**src/rtl/alu_tr_scheduler.sv**
```systemverilog
// Execute-stage sequencer for a time-redundant ALU with a spare: double-executes each op
// on the primary ALU, falls back to the spare on mismatch, and retires the primary after repeated faults.
module alu_tr_scheduler #(
    parameter int WIDTH        = 32,
    parameter int FAULT_THRESH = 3,
    parameter int CNT_W        = 8
) (
    input  logic             clk,
    input  logic             rst,
    input  logic             op_valid,
    input  logic             flush,
    input  logic [WIDTH-1:0] alu_res_p,
    input  logic [WIDTH-1:0] alu_res_s,
    output logic             stall,
    output logic             ex_update_en,
    output logic [WIDTH-1:0] result_o,
    output logic             res_sel,
    output logic             fault_detected,
    output logic             spare_active,
    output logic [CNT_W-1:0] fault_count,
    output logic [1:0]       state_o
);

    typedef enum logic [1:0] {
        T1 = 2'b00,
        T2 = 2'b01,
        T3 = 2'b10,
        SP = 2'b11
    } stateT;

    localparam logic [31:0] THRESH = FAULT_THRESH;

    stateT             state;
    stateT             stateNext;
    logic [WIDTH-1:0]  resT1;
    logic [CNT_W-1:0]  faultCnt;
    logic              spareAct;
    logic              armed;
    logic              loadT1;
    logic              faultPulse;
    logic              setSpare;
    logic              threshHit;

    // armed holds every output low through reset and the first edge after release
    always_ff @(posedge clk or negedge rst) begin
        if (!rst) begin
            state    <= T1;
            resT1    <= '0;
            faultCnt <= '0;
            spareAct <= 1'b0;
            armed    <= 1'b0;
        end else begin
            armed <= 1'b1;
            state <= stateNext;
            if (loadT1)
                resT1 <= alu_res_p;
            if (faultPulse && (faultCnt != '1))
                faultCnt <= faultCnt + 1'b1;
            if (setSpare)
                spareAct <= 1'b1;
        end
    end

    assign threshHit = (32'(faultCnt) >= THRESH);

    always_comb begin
        stateNext      = state;
        stall          = 1'b0;
        ex_update_en   = 1'b0;
        result_o       = '0;
        res_sel        = 1'b0;
        faultPulse     = 1'b0;
        loadT1         = 1'b0;
        setSpare       = 1'b0;
        if (armed) begin
            case (state)
                T1: begin
                    if (op_valid && !flush) begin
                        loadT1    = 1'b1;
                        stall     = 1'b1;
                        stateNext = T2;
                    end
                end
                T2: begin
                    // flush wins over the compare so a squashed op never counts as a fault
                    if (flush) begin
                        stateNext = T1;
                    end else if (alu_res_p == resT1) begin
                        ex_update_en = 1'b1;
                        result_o     = resT1;
                        stateNext    = T1;
                    end else begin
                        faultPulse = 1'b1;
                        stall      = 1'b1;
                        stateNext  = T3;
                    end
                end
                T3: begin
                    res_sel = 1'b1;
                    if (flush) begin
                        stateNext = T1;
                    end else begin
                        ex_update_en = 1'b1;
                        result_o     = alu_res_s;
                        if (threshHit) begin
                            setSpare  = 1'b1;
                            stateNext = SP;
                        end else begin
                            stateNext = T1;
                        end
                    end
                end
                SP: begin
                    res_sel      = 1'b1;
                    ex_update_en = op_valid && !flush;
                    if (op_valid && !flush)
                        result_o = alu_res_s;
                end
                default: stateNext = T1;
            endcase
        end
    end

    assign fault_detected = faultPulse;
    assign spare_active   = spareAct;
    assign fault_count    = faultCnt;
    assign state_o        = state;

endmodule

```
**config.mk**
```make
export PLATFORM = sky130hd
export DESIGN_NAME = alu_tr_scheduler
export DESIGN_NICKNAME = d
export VERILOG_FILES = /design/src/rtl/alu_tr_scheduler.sv
export SDC_FILE = /design/constraint.sdc
export NUM_CORES = 1
export LEC_CHECK = 0
export CORE_MARGIN = 5
export CORE_UTILIZATION = 30
export CTS_CLUSTER_DIAMETER = 120
export CTS_CLUSTER_SIZE = 8
export DETAILED_ROUTE_END_ITERATION = 10
export PLACE_DENSITY_LB_ADDON = 0.2
export SETUP_SLACK_MARGIN = 0.02
export SLEW_MARGIN = 10
export SYNTH_ARGS = -nofsm -noshare
export SYNTH_HDL_FRONTEND = slang
export SYNTH_SLANG_ARGS = --single-unit
```
**constraint.sdc**
```tcl
create_clock -name clk -period 2.8 [get_ports clk]
set_clock_uncertainty 0.2 [all_clocks]
set_input_delay 0.56 -clock clk [delete_from_list [all_inputs] [get_ports clk]]
set_output_delay 0.56 -clock clk [all_outputs]
set_load 0.005 [all_outputs]
```
==> flow_summary.json <==
{
  "status": "complete, but fails checks",
  "violations": "setup timing",
  "ir_worst_vdd_mv": 0.166,
  "core_area_um2": 8590,
  "min_period_ns": 3.30,
  "n_fill_cell": 790,
  "cp.arrival_ns": 2.54,
  "cp-start-kind": "flop",
  "fin_crit_sh": 1.18,
  "cts_tree": "yes",
  "gp_congestion": 0.835,
  "fin_hold_ws_ns": 0.0857,
  "tightest_slew_ns": 0.659,
  "yosysWarnings": 0,
  "p_int_uw": 928,
  "drcViolationCount": 0,
  "insertion_delay_ns": 0.29,
  "grt_start_max_net_pins": 33,
  "route.antenna.remaining_nets": 0,
  "crit_chain": "xor2_1 -> nor4_1 -> buf_4 -> nand4_1 -> nor4_4 -> buf_4 -> buf_4 -> buf_8 -> a22o_2 -> clkdlybuf4s15_2",
  "crit_fanout": 5,
  "critical_path.top_delay_family": "simple AND/OR/NAND/NOR gates",
  "p_seq_frac": 0.522,
  "syn_area_um2": 2620,
  "min_path_type": "in2async",
  "antenna_found_initial": 1,
  "layout_commonest_cell": "buf_4",
  "cp_slowest_cell": "dfrtp_1",
  "maxCapViolations": 0,
  "p_comb_frac": 0.162,
  "grt_overflow": 0,
  "path_class": "reg2out",
  "cts.sinks": 44,
  "grt_pass1_wl_mm": 12.7,
  "power_mw": 1.22,
  "io_pins": 115,
  "drive_above_1_share": 0.480,
  "synth_edf_count": 0,
  "clk_pin_slew_worst_paths_ns": 0.08,
  "drtIter0Drc": 35,
  "max_freq_mhz": 303,
  "via_per_inst": 4.73,
  "synthArstFlopShare": 1.00,
  "nNetsFinal": 483,
  "die_area_um2": 10700,
  "die_w_um": 103,
  "diodes": 0,
  "pwr-share-clk": 0.316,
  "syn_area_per_cell_um2": 11.8,
  "cts-htree-levels": 2,
  "slew_headroom": 0.560,
  "clockRootBuffer": "clkbuf_8",
  "placementRows": 34,
  "p_sw_frac": 0.238,
  "cts_buffers": 5,
  "cp_common_cell": "buf_4",
  "wl_per_cell_um": 16.1,
  "synth.ff_latch_count": 44,
  "final_max_slew_viol_count": 0,
  "drt-total-wl_mm": 8.33,
  "multiInputGateArea_um2": 1570,
  "leakagePower_nw": 2.44,
  "ys_seq_area_frac": 0.421,
  "track_usage": 0.153,
  "dp_slack_ns": -1.06,
  "post-route-util": 0.536,
  "synth_ff_type": "dfrtp_1",
  "cp_data_required_time_ns": 2.04,
  "syn_to_final_growth_pct": 75.9,
  "first_pass_iters": 4,
  "crit_buf_inv": 5,
  "switchingPower_uw": 289,
  "die_h_um": 103,
  "postLayoutSetupSlackWorst_ns": -0.497,
  "grt_setup_unrepaired": "true",
  "fin_area_um2": 4600,
  "cpPeakStageDelay_ns": 0.39,
  "final-setup-viol-count": 35,
  "grt_pass1_vias": 2555,
  "synth_cell_types": 36,
  "final-seq-area_um2": 1100,
  "crit_path_end_kind": "output port",
  "place_area_um2": 4290,
  "hold_viol": 0,
  "syn_inst": 221,
  "syn-num-nets": 294,
  "cts_hold_buf": 0,
  "dp_hpwl_mm": 6.09,
  "clk_path_buf_depth": 2,
  "mostFrequentLayoutCells": "buf_4 (65), clkdlybuf4s50_1 (46), dfrtp_1 (44), xor2_1 (34), mux2_2 (32)",
  "initial_core_util": 0.304,
  "port_buffers": 114,
  "via_count": 2452,
  "power_density_nw_per_um2": 264
}
path summary, 6_finish.rpt:
kind / from / to / slack, ns / cells after the start
min in group clk: spare_active / spare_active / 0.27 / 1
max: resT1[21] / result_o[17] / -0.50 / 10
min reg2reg: spare_active / spare_active / 0.27 / 1
max in group asynchronous: rst / fault_count[3] / 1.70 / 2
max reg2reg: resT1[8] / fault_count[6] / 0.29 / 10
min: rst / resT1[8] / 0.09 / 1
worst reg2reg max path: stages (launching register included):
cell and delay [ns]:
dfrtp_1 0.41, xor2_2 0.19, nor4_2 0.31, buf_4 0.17, nand4_1 0.16, buf_4 0.19, nor2_1 0.12, buf_4 0.15
buf_4 0.15, nor3b_1 0.07, mux2_4 0.29
state kept, by name (all words and copies together), names as in the netlist:
register	cells
armed	1
resT1	32
fault_count	8
state_o	2
spare_active	1
through the flow:
stage | cells | TNS, ns
after floorplan | 221 | 0
after global routing | 518 | -17.94
final | 518 | -13.26
after detailed placement | 494 | -36.79
after CTS | 517 | -13.08
after global placement | 494 | -37.56
power groups by stage:
stage | registers, mW | logic (mW) | clock network, mW
6_report | 0.636 | 0.197 | 0.384
5_1_grt | 0.636 | 0.213 | 0.430
4_1_cts | 0.636 | 0.196 | 0.403
3_5_place_dp | 0.649 | 0.208 | 0
3_3_place_gp | 0.649 | 0.205 | 0
2_1_floorplan | 0.649 | 0.0423 | 0
metal layers:
| metal | track usage | share of wire | wire, um |
|---|---|---|---|
| met5 | 0 | 0.0016 | 13 |
| met4 | 0.0349 | 0.0096 | 80 |
| met3 | 0.0463 | 0.093 | 775 |
| met2 | 0.263 | 0.49 | 4080 |
| met1 | 0.187 | 0.40 | 3370 |
synthesized netlist by cell type, types with 3 or more instances:
cell type	count	area share
dfrtp_1	44	0.42
xor2_1	35	0.12
mux2_2	32	0.14
a22o_2	24	0.092
nor4_1	10	0.024
a22o_1	8	0.027
inv_1	7	0.010
nand2_1	7	0.010
clkbuf_1	6	0.0086
ha_1	5	0.024
and3_1	3	0.0072
buf_6	3	0.013
mux2_4	3	0.017
nand2b_1	3	0.0072
nand4_1	3	0.0072
nor2_1	3	0.0043
area by class of cell:
class / instances / area share
clock inverter: 1 / 0.00109
inverter: 7 / 0.00571
multi-input combinational: 160 / 0.342
timing repair buffer: 192 / 0.367
sequential: 44 / 0.239
tap: 108 / 0.0294
clock buffer: 6 / 0.0158
repair_timing:
item                                    4_1_cts  5_1_grt
pin swaps                                    25       15
setup buffers                                13        4
endpoints found under the setup margin       35       35
gates resized for setup                     216       28
hold endpoints to repair                      0        0
cloned                                        3        0
logic make-up after synthesis:
kind of cell,Yosys count,synth area share
compound gates,41,0.141
xor+xnor,37,0.124
fa+ha+maj,5,0.0239
buf+inv,17,0.0344
flops,44,0.421
mux,35,0.155
other cells,1,0.00143
simple gates,41,0.0995
(Power assumes the default switching activity.)
